[src/rtl/hps_soc_ctrl.sv]
// HPS soft-SoC control block: per-core reset sequencing with release stretch,
// plus synchronised interrupt collection (level or rising-edge latched) that
// is masked and forwarded onto the 32-bit fabric-to-HPS interrupt vector.
module hps_soc_ctrl #(
  parameter int                   NUM_CORES   = 1,
  parameter int                   NUM_IRQ     = 2,
  parameter int                   SYNC_STAGES = 2,
  parameter int                   RST_HOLD    = 16,
  parameter logic [NUM_IRQ-1:0]   IRQ_EDGE    = '0
) (
  input  logic                 wb_clk,
  input  logic                 wb_rst_n,
  input  logic                 ext_rst_i,
  input  logic [NUM_CORES-1:0] pio_rst_i,
  output logic [NUM_CORES-1:0] core_rst_o,
  output logic [NUM_CORES-1:0] core_run_o,
  input  logic [NUM_IRQ-1:0]   irq_src_i,
  input  logic [NUM_IRQ-1:0]   irq_mask_i,
  input  logic [NUM_IRQ-1:0]   irq_clr_i,
  output logic [NUM_IRQ-1:0]   irq_pending_o,
  output logic [31:0]          f2h_irq_o
);

  typedef enum logic [1:0] {
    ST_RESET = 2'd0,
    ST_HOLD  = 2'd1,
    ST_RUN   = 2'd2
  } state_e;

  // Last HOLD count before release; the channel spends exactly RST_HOLD cycles in HOLD.
  localparam logic [15:0] HOLD_LAST = 16'(RST_HOLD - 1);

  logic [NUM_CORES-1:0] reqSync_q [SYNC_STAGES];
  logic [NUM_IRQ-1:0]   irqSync_q [SYNC_STAGES];
  logic [NUM_CORES-1:0] reqS;
  logic [NUM_IRQ-1:0]   irqS;

  // Synchroniser chains for the asynchronous reset requests and interrupt sources.
  always_ff @(posedge wb_clk or negedge wb_rst_n) begin
    if (!wb_rst_n) begin
      for (int i = 0; i < SYNC_STAGES; i++) begin
        reqSync_q[i] <= '0;
        irqSync_q[i] <= '0;
      end
    end else begin
      reqSync_q[0] <= pio_rst_i;
      irqSync_q[0] <= irq_src_i;
      for (int i = 1; i < SYNC_STAGES; i++) begin
        reqSync_q[i] <= reqSync_q[i-1];
        irqSync_q[i] <= irqSync_q[i-1];
      end
    end
  end

  assign reqS = reqSync_q[SYNC_STAGES-1];
  assign irqS = irqSync_q[SYNC_STAGES-1];

  for (genvar c = 0; c < NUM_CORES; c++) begin : gCore
    state_e      state_q, state_d;
    logic [15:0] cnt_q, cnt_d;
    logic        rst_q;

    // Next-state logic: any reset request wins over the HOLD->RUN release.
    always_comb begin
      state_d = state_q;
      cnt_d   = cnt_q;
      case (state_q)
        ST_RESET: begin
          cnt_d = '0;
          if (!reqS[c] && !ext_rst_i) begin
            state_d = ST_HOLD;
          end
        end
        ST_HOLD: begin
          if (reqS[c] || ext_rst_i) begin
            state_d = ST_RESET;
            cnt_d   = '0;
          end else if (cnt_q == HOLD_LAST) begin
            state_d = ST_RUN;
            cnt_d   = '0;
          end else begin
            cnt_d = cnt_q + 16'd1;
          end
        end
        ST_RUN: begin
          if (reqS[c] || ext_rst_i) begin
            state_d = ST_RESET;
            cnt_d   = '0;
          end
        end
        default: begin
          state_d = ST_RESET;
          cnt_d   = '0;
        end
      endcase
    end

    // State, counter and the registered core reset, which always mirrors (state != RUN).
    always_ff @(posedge wb_clk or negedge wb_rst_n) begin
      if (!wb_rst_n) begin
        state_q <= ST_RESET;
        cnt_q   <= '0;
        rst_q   <= 1'b1;
      end else begin
        state_q <= state_d;
        cnt_q   <= cnt_d;
        rst_q   <= (state_d != ST_RUN);
      end
    end

    assign core_rst_o[c] = rst_q;
    assign core_run_o[c] = ~rst_q;
  end

  logic [NUM_IRQ-1:0] irqPrev_q;
  logic [NUM_IRQ-1:0] edgePend_q, edgePend_d;
  logic [NUM_IRQ-1:0] pending;
  logic [NUM_IRQ-1:0] f2h_q;
  logic [31:0]        f2hVec;

  // Edge latches: a new rising edge beats a clear in the same cycle; level bits never latch.
  always_comb begin
    edgePend_d = ((edgePend_q & ~irq_clr_i) | (irqS & ~irqPrev_q)) & IRQ_EDGE;
  end

  assign pending       = (irqS & ~IRQ_EDGE) | edgePend_q;
  assign irq_pending_o = pending;

  // Edge history, edge latches and the masked forward register.
  always_ff @(posedge wb_clk or negedge wb_rst_n) begin
    if (!wb_rst_n) begin
      irqPrev_q  <= '0;
      edgePend_q <= '0;
      f2h_q      <= '0;
    end else begin
      irqPrev_q  <= irqS;
      edgePend_q <= edgePend_d;
      f2h_q      <= pending & irq_mask_i;
    end
  end

  // Widen the forwarded interrupts onto the full 32-bit vector, upper bits tied low.
  always_comb begin
    f2hVec              = '0;
    f2hVec[NUM_IRQ-1:0] = f2h_q;
  end

  assign f2h_irq_o = f2hVec;

endmodule

[config.mk]
export PLATFORM = sky130hd
export DESIGN_NAME = hps_soc_ctrl
export DESIGN_NICKNAME = d
export VERILOG_FILES = /design/src/rtl/hps_soc_ctrl.sv
export SDC_FILE = /design/constraint.sdc
export NUM_CORES = 1
export LEC_CHECK = 0
export ABC_AREA = 0
export BUFFER_PORTS_ARGS = -buffer_cell sky130_fd_sc_hd__buf_4
export CAP_MARGIN = 20
export CORE_MARGIN = 2
export CORE_UTILIZATION = 27
export CTS_CLUSTER_DIAMETER = 120
export DETAILED_ROUTE_END_ITERATION = 12
export SLEW_MARGIN = 15
export SYNTH_ARGS = -nofsm -noshare
export SYNTH_HDL_FRONTEND = slang
export SYNTH_SLANG_ARGS = --single-unit
export TNS_END_PERCENT = 100
[constraint.sdc]
create_clock -name wb_clk -period 2.7 [get_ports wb_clk]
set_clock_uncertainty 0.05 [all_clocks]
set_input_delay 0.54 -clock wb_clk [delete_from_list [all_inputs] [get_ports wb_clk]]
set_output_delay 0.54 -clock wb_clk [all_outputs]
set_load 0.01 [all_outputs]
### After elaboration in Yosys (flattened, before gate mapping)

Cells that the tools add are included.

* word-level logic and storage cells: 30
* output and inout bits: 36
* flip-flop bits (word level): 27
* bits of input ports: 10

* reductions and logical operators: 5
* $add $sub $neg: 1
* equal/unequal tests: 5
* bitwise operators: 2
* muxes and demuxes: 9

Operators with widths (count)
* 16-bit two-way mux: 3
* 16-bit one-hot mux with 2 select lines: 1
* 16-bit by 1-bit adder with 16-bit output, second input constant: 1
* 16-bit by 4-bit equality test with 1-bit output, second input constant: 1
* 2-bit two-way mux: 4
* 2-bit one-hot mux with 3 select lines: 1
* 2-bit inequality test, second input constant: 2
* 2-bit bitwise AND: 1
* 2-bit by 1-bit equality test with 1-bit output, second input constant: 1
* 2-bit equality test, second input constant: 1
* 1-bit logical NOT: 2
* 2-bit logical NOT: 1
* 1-bit logical AND: 1
* 1-bit logical OR: 1
* 1-bit inverter: 1

### Logic depth before layout (Yosys ltp)

Gate-level depths: netlist of run 1.

* depth in word-level cells: 5
* gate-level depth with buffers: 7
* depth with buffers taken out: 5

### Worst setup path before layout of run 1

OpenSTA, ideal clock, no wires.

* path kind: input-to-reg
* start point: input ext_rst_i
* end point: register gCore[0].cnt_q[14]
* required time: 2568 ps
* cell stages on the path: 5
* slack: 826 ps
* buffers on the path: 2
* data arrival time: 1742 ps
* setup time: 82 ps
* cells stage by stage: or4b_1 -> clkbuf_1 -> buf_2 -> a211o_1 -> a31oi_1

* cells in the longest elaborated chain, start to end: 3
* elaborated cells between the ends (all ways): 4
* those cells by class: eq/ne (1); mux (2); reduce/logical (1)

Ends and longest elaborated chain
* from (decl): line 13 `input logic ext_rst_i,`
* 1-bit logical OR (*): line 75, 86
* 16-bit two-way mux: line 75 `if (reqS[c] || ext_rst_i) begin`
* 16-bit one-hot mux with 2 select lines: line 67 `case (state_q)`
* to (signal assigned): line 106 `cnt_q <= cnt_d;`
* to (decl): line 60 `logic [15:0] cnt_q, cnt_d;`

Mark *: on every way between the ends. The rest lies on a longest branch, timed or not.
A chain may end at the register's enable or synchronous reset.

### Worst setup path in the final report of run 1

* start point: register gCore[0].cnt_q[8]
* end point: register gCore[0].cnt_q[15]

* cells in the longest elaborated chain, start to end: 4
* elaborated cells between the ends (all ways): 5
* those cells by class: add/sub (1); eq/ne (1); mux (3)

Ends and longest elaborated chain
* 16-bit by 1-bit adder with 16-bit output or 16-bit by 4-bit equality test with 1-bit output (tied branches): line 82, 78
* 16-bit two-way mux (*): line 78 `end else if (cnt_q == HOLD_LAST) begin`
* 16-bit two-way mux (*): line 75
* 16-bit one-hot mux with 2 select lines (*): line 67

Marks and branches as above.

==> results of run 1 <==
metrics by stage:
| stage | power, W | cell area (µm²) | util [%] | std cells | setup slack [ps] |
|---|---|---|---|---|---|
| floorplan | 0.000488 | 1650 | - | 188 | 826 |
| global placement | 0.000477 | 1590 | 28.9 | 237 | 489 |
| detailed placement | 0.000478 | 1590 | 28.9 | 237 | 457 |
| CTS | 0.000709 | 1640 | 29.7 | 241 | 491 |
| global route | 0.000731 | 1640 | 29.7 | 241 | 316 |
| finish | 0.000705 | 1640 | 29.7 | 241 | 495 |
report_power, final:
group          switching [W]  total [W]  internal, W
Sequential        0.00000506   0.000417     0.000412
Clock               0.000128   0.000234     0.000106
Combinational      0.0000377  0.0000533    0.0000156
Total               0.000171   0.000705     0.000534
path summary, 6_finish.rpt:
check                                   from                 end  slack [ps]  cells past startpoint
max in group asynchronous           wb_rst_n          core_rst_o        2170                      1
hold reg to reg                 irqSync_q[3]             irqS[1]         310                      0
setup / recovery           gCore[0].cnt_q[8]  gCore[0].cnt_q[15]         500                      4
setup reg to reg           gCore[0].cnt_q[8]  gCore[0].cnt_q[15]         500                      4
hold / removal                      wb_rst_n   gCore[0].cnt_q[7]         120                      1
min in group wb_clk             irqSync_q[3]             irqS[1]         310                      0
layer usage:
metal / vias up / GRT usage (%)
met5: - / 0
met4: 0 / 4.66
met3: 5 / 1.02
met2: 51 / 16.4
met1: 555 / 12.9
li1: 542 / -
layout make-up:
class	instances	area (µm²)
multi-input cells	116	684
flip-flops and latches	27	677
repair buffers	15	113
fillers	584	3870
well taps	72	90.1
inverters	7	26.3
clock buffers	4	45.0
cell usage after synthesis (all sizes together):
| master | n | area (µm²) |
|---|---|---|
| buf | 35 | 255 |
| nand3 | 7 | 47.6 |
| or4 | 3 | 26.3 |
| o21a | 1 | 7.51 |
| o311ai | 1 | 8.76 |
| o31ai | 2 | 15.0 |
| or3 | 2 | 12.5 |
| dfstp | 1 | 26.3 |
| nand2 | 8 | 30.0 |
| a211o | 1 | 8.76 |
| a21oi | 3 | 15.0 |
| mux2i | 1 | 10.0 |
| o21ai | 4 | 20.0 |
| and2 | 3 | 18.8 |
| and4 | 1 | 8.76 |
| a31oi | 8 | 50.1 |
| nor4 | 7 | 43.8 |
| nand4 | 5 | 31.3 |
| nor2 | 6 | 22.5 |
| conb | 1 | 3.75 |
| ha | 1 | 12.5 |
| dfrtp | 26 | 651 |
| o41a | 1 | 11.3 |
| a2111oi | 1 | 8.76 |
| nor2b | 1 | 6.26 |
| o311a | 1 | 10.0 |
| nor3 | 3 | 15.0 |
| a221o | 2 | 20.0 |
| and3 | 2 | 13.8 |
| o22a | 1 | 8.76 |
| o31a | 1 | 8.76 |
| nor4b | 3 | 26.3 |
| a41oi | 1 | 8.76 |
| clkbuf | 3 | 11.3 |
| o211ai | 1 | 7.51 |
| or4b | 2 | 20.0 |
| a22o | 2 | 17.5 |
| inv | 7 | 26.3 |
state kept, by name, indices dropped and copies added, names as in the netlist:
signal and count:
reqSync_q 1, irqSync_q 2, gCore.cnt_q 16, reqS 1
gCore.state_q 2, f2h_q 2, core_rst_o 1, irqS 2
worst max-delay path: cells and delay by family (launching register included):
family,cells,cell delay (ps)
AO/OA/AOI/OAI,1,340
AND/OR/NAND/NOR,3,1250
flip-flops,1,450
logic make-up (layout without fill, tap and decap cells):
| family | after synthesis | count (layout) |
|---|---|---|
| AO/OA/AOI/OAI | 31 | 31 |
| adder cells (fa/ha/maj) | 1 | 1 |
| buffers and inverters | 45 | 26 |
| flip-flops | 27 | 27 |
| multiplexers | 1 | 1 |
| other | 1 | 30 |
| AND/OR/NAND/NOR | 53 | 53 |
cell usage in the layout (no fill, tap or decap), types with 2 or more instances in the layout:
cell type,n
conb_1,30
dfrtp_1,26
buf_4,15
a31oi_1,8
nand2_1,8
nor4_1,7
inv_1,7
nand3_1,6
nor2_1,6
nand4_1,5
o21ai_0,4
and2_1,3
nor4b_1,3
a21oi_1,3
nor3_1,3
clkbuf_8,3
or3_1,2
or4_1,2
a221o_1,2
a22o_1,2
o31ai_1,2
==> metrics.cfg, run 1 <==
[outcome]
run_status=completed

[power]
p_per_area_nw_per_um2=431
p_leak_nw=0.694
ir_drop_v=0.000134

[synthesis]
synth-seq-cells=27
syn_inst=159
muxShareOfSynthArea_pct=0.648
synth_sequential_area_ratio_pct=43.8
synth_top_family_by_area=simple AND/OR/NAND/NOR gates
synthSimpleGateAreaFrac_pct=20.9
synth_cell_type_count=43
syn_avg_cell_area_um2=9.72
synth_fa_ha_area_share_pct=0.810
netlist_area_um2=1550
yosysWarnings=0
synth_compound_area_share_pct=14.7
synth_xor_xnor_area_share_pct=0

[cts]
clkTransAtPathRegs_ps=90
clock-root-buffer=clkbuf_8
ctsLongestPathBuffers=2
cts_setup_buffers=0
cts_tree=yes
cts_buffers=3
htree_levels=1
holdBufCountCts=0
clock-sinks=27
clk_latency_ps=270
post_cts_resized=0

[setup_path]
cp-end-kind=flop
worst_ep_required_time_ps=2810
max_stage_delay_ps=620
cp_slowest_cell=and4_1
worstPathMaxFanout=16
worstPathArrival_ps=2320
worstPathCellList=nor4_1, and4_1, nor2_1, a221o_1
critPathKind=flop to flop
critPathLaunchType=flop

[timing]
finalSetupTns_ps=0
rsz0062_at_grt=no
setup_viol=0
period_share_pct=81.6
hold_violations=0
relSlewSlack_pct=63.4
worst_pin_slew_ps=549
fmax_mhz=454
hold_ws_ps=118
period_needed_ps=2200
drv_slew=0

[routing]
met1Wirelength_um=1350
met3_length_um=203
top_layer=met4
wire_per_inst_um=12.7
routed-wl-met2_um=1440
vias=1153
drt_iter0_drc=162
firstDrtPassIters=4
ant_nets=0
drc=0
viasPerCell=4.78
wl_um=3050

[global_route]
grt_first_pass_wirelength_um=5040
antenna_found_initial=0
first_global_vias=1069
overflow=0
grt_max_degree=28
grt_use_total_pct=9.89

[floorplanning]
io_pins=46
initial_core_util_pct=28.1
die_area_um2=6340
die_h_um=79.7
die_width_um=79.7
design.core.area_um2=5510
rows=27

[final_layout]
drive_gt1_share_pct=13.6
area_growth_pct=5.83
num_antenna_cells=0
layout.nets=181

[run]
maxCapViolations=0

[placed_design]
hpwlAfterDp_um=2050
gp_congestion=0.871
place.port_buffers=13

[worst_hold_path]
hp-class=input port to async pin

Power figures use the tool's default switching activity.
==> run 2: changes to the inputs <==
- ABC_AREA: 0 -> 1
- clock period: 2.7 -> 2.2 ns (I/O delays scaled with it)
==> run 2 against run 1 <==
Net effect:
- clock power is 24% higher
- sequential cell count did not move
- first-iteration DRC count down 86%
- sequential power rose by 22%
- worst setup slack gained 170 ps
- clock-buffer cell count fell by 1
- critical path type unchanged
==> metrics.cfg, run 2 <==
[setup_path]
critPathTopFamily=simple AND/OR/NAND/NOR gates
worstPathCellList=ha_1, nand3_2, nor2_1, nand2_1, nand2_4, inv_4, nor2_4, nor2_1
worstPathMaxFanout=8
critPathLaunchType=flop
critPathKind=flop to flop
worst_ep_required_time_ps=2320
worstPathArrival_ps=1650
cp_slowest_cell=dfrtp_1
cp-end-kind=flop
crit_path_frequent_cell=nor2_1
crit_buf_inv=1
max_stage_delay_ps=400

[synthesis]
synth_cell_type_count=24
syn_inst=194
syn_avg_cell_area_um2=8.08
synth_sequential_area_ratio_pct=43.2
yosysWarnings=0
synth_top_area_share_pct=41.5
netlist_area_um2=1570
synth_top_cell_by_area=dfrtp_1
yosys-top-cells-count=nand2_1 (50), buf_4 (33), dfrtp_1 (26), nor2_1 (23), inv_1 (15)
async_reset_ff_share_pct=100
synth-seq-cells=27
synth.most_common_cell=nand2_1
synthTopCellsByArea=dfrtp_1 (42%), buf_4 (16%), nand2_1 (12%)
synth_edf_count=0
yosys_most_used_dff=dfrtp_1

[final_layout]
most-common-layout-cells=nand2_1 (50), conb_1 (30), dfrtp_1 (26), nor2_1 (23), inv_1 (15)
drive_gt1_share_pct=14.5
utilization_pct=29.9
instances_no_fill=279
layout.nets=219
final_area_um2=1670
fill_cells=607
mostFrequentLayoutCell=nand2_1
largest_reg_flops=16
area_growth_pct=6.23
regMostFlops=gCore.cnt_q
num_antenna_cells=0

[routing]
wire_per_inst_um=9.21
firstDrtPassIters=4
drt_iter0_drc=22
viasPerCell=3.93
ant_nets=0
drc=0
vias=1096
wl_um=2570

[global_route]
grt_max_degree=28
overflow=0
antenna_found_initial=0
first_global_vias=969
grt_use_total_pct=8.58
grt_first_pass_wirelength_um=4430

[floorplanning]
die_width_um=80.2
rows=27
design.core.area_um2=5570
die_area_um2=6430
io_pins=46
initial_core_util_pct=28.1
die_h_um=80.2

[cts]
cts_buffers=3
clkTransAtPathRegs_ps=90
cts_tree=yes
post_cts_resized=0
ctsLongestPathBuffers=2
clock-sinks=27
holdBufCountCts=0
htree_levels=1
clock-root-buffer=clkbuf_8
clk_latency_ps=270
cts_setup_buffers=0

[placed_design]
post-place-cells=275
hpwlAfterDp_um=1890
place.port_buffers=13
gp_congestion=0.807
dpl_cell_area_um2=1620

[timing]
hold_ws_ps=14.1
hold_violations=0
drv_slew=0
setup_viol=0
fmax_mhz=653
finalSetupTns_ps=0
period_needed_ps=1530
period_share_pct=69.6
rsz0062_at_grt=no

[run]
maxCapViolations=0

[power]
p_leak_nw=0.824
switching_share_pct=24.4
power_frac_comb_pct=7.0
seq_power_share_pct=59.2
p_clk_share_pct=33.8
p_per_area_nw_per_um2=515
ir_drop_v=0.000300
p_int_w=0.000649
p_sw_w=0.000209

[worst_hold_path]
hp-class=input port to async pin

[outcome]
run_status=completed

run 2: changes by cell type after synthesis, moves of 4 or more:
cell / before / now
nor2_1: 6 / 23
xor2_1: 0 / 4
nand2_1: 8 / 50
a31oi_1: 8 / 0
xnor2_1: 0 / 4
nor2_2: 0 / 4
inv_1: 7 / 15
nor4_1: 7 / 0
run 2: kinds of logic after synthesis:
kind of cell    after synthesis  share of synthesized area [%]
fa+ha+maj                     1                          0.798
buf+inv                      50                           20.0
simple gates                 95                           26.7
xor+xnor                      8                           4.47
other cells                   1                          0.239
compound gates               12                           4.55
flops                        27                           43.2
run 2: layout make-up:
type / count / area (µm²) / area share, %
clock inverter: 1 / 7.51 / 0.451
sequential: 27 / 677 / 40.6
tap: 72 / 90.1 / 5.41
multi-input combinational: 146 / 686 / 41.2
clock buffer: 3 / 41.3 / 2.48
timing repair buffer: 13 / 97.6 / 5.86
inverter: 17 / 66.3 / 3.98
run 2: metrics by stage:
| stage | setup slack, ps | power (W) |
|---|---|---|
| 2_1_floorplan | 884 | 0.000593 |
| 3_3_place_gp | 664 | 0.000578 |
| 3_5_place_dp | 665 | 0.000579 |
| 4_1_cts | 650 | 0.000870 |
| 5_1_grt | 519 | 0.000895 |
| 6_report | 668 | 0.000858 |
run 2: power groups by stage:
stage,clock (W),combinational (W),sequential (W)
6_report,0.000290,0.0000603,0.000508
5_1_grt,0.000316,0.0000705,0.000509
4_1_cts,0.000301,0.0000608,0.000508
3_5_place_dp,0,0.0000607,0.000518
3_3_place_gp,0,0.0000602,0.000518
2_1_floorplan,0,0.0000744,0.000518
run 2: worst reg2reg max path, delay by kind of cell (launching register included):
| family | cells | cell delay [ps] |
|---|---|---|
| fa+ha+maj | 1 | 230 |
| flops | 1 | 400 |
| buf+inv | 1 | 80 |
| simple gates | 6 | 670 |
run 2: path summary, 6_finish.rpt:
kind / startpoint / end / slack, ps / cells past startpoint
hold reg to reg: irqSync_q[3] / irqS[1] / 310 / 0
setup reg to reg: gCore[0].cnt_q[0] / gCore[0].cnt_q[3] / 670 / 8
max in group asynchronous: wb_rst_n / core_rst_o / 1780 / 1
setup / recovery: gCore[0].cnt_q[0] / gCore[0].cnt_q[3] / 670 / 8
min in group wb_clk: pio_rst_i / reqSync_q[1] / 210 / 1
hold / removal: wb_rst_n / irqSync_q[2] / 10 / 1
run 2: routing by layer:
metal | track usage, % | vias up | share of wire (%)
met5 | 0 | - | 0
met2 | 13.8 | 24 | 48
met4 | 3.05 | 0 | 1.0
li1 | - | 565 | -
met1 | 11.6 | 503 | 47
met3 | 1.46 | 4 | 3.7
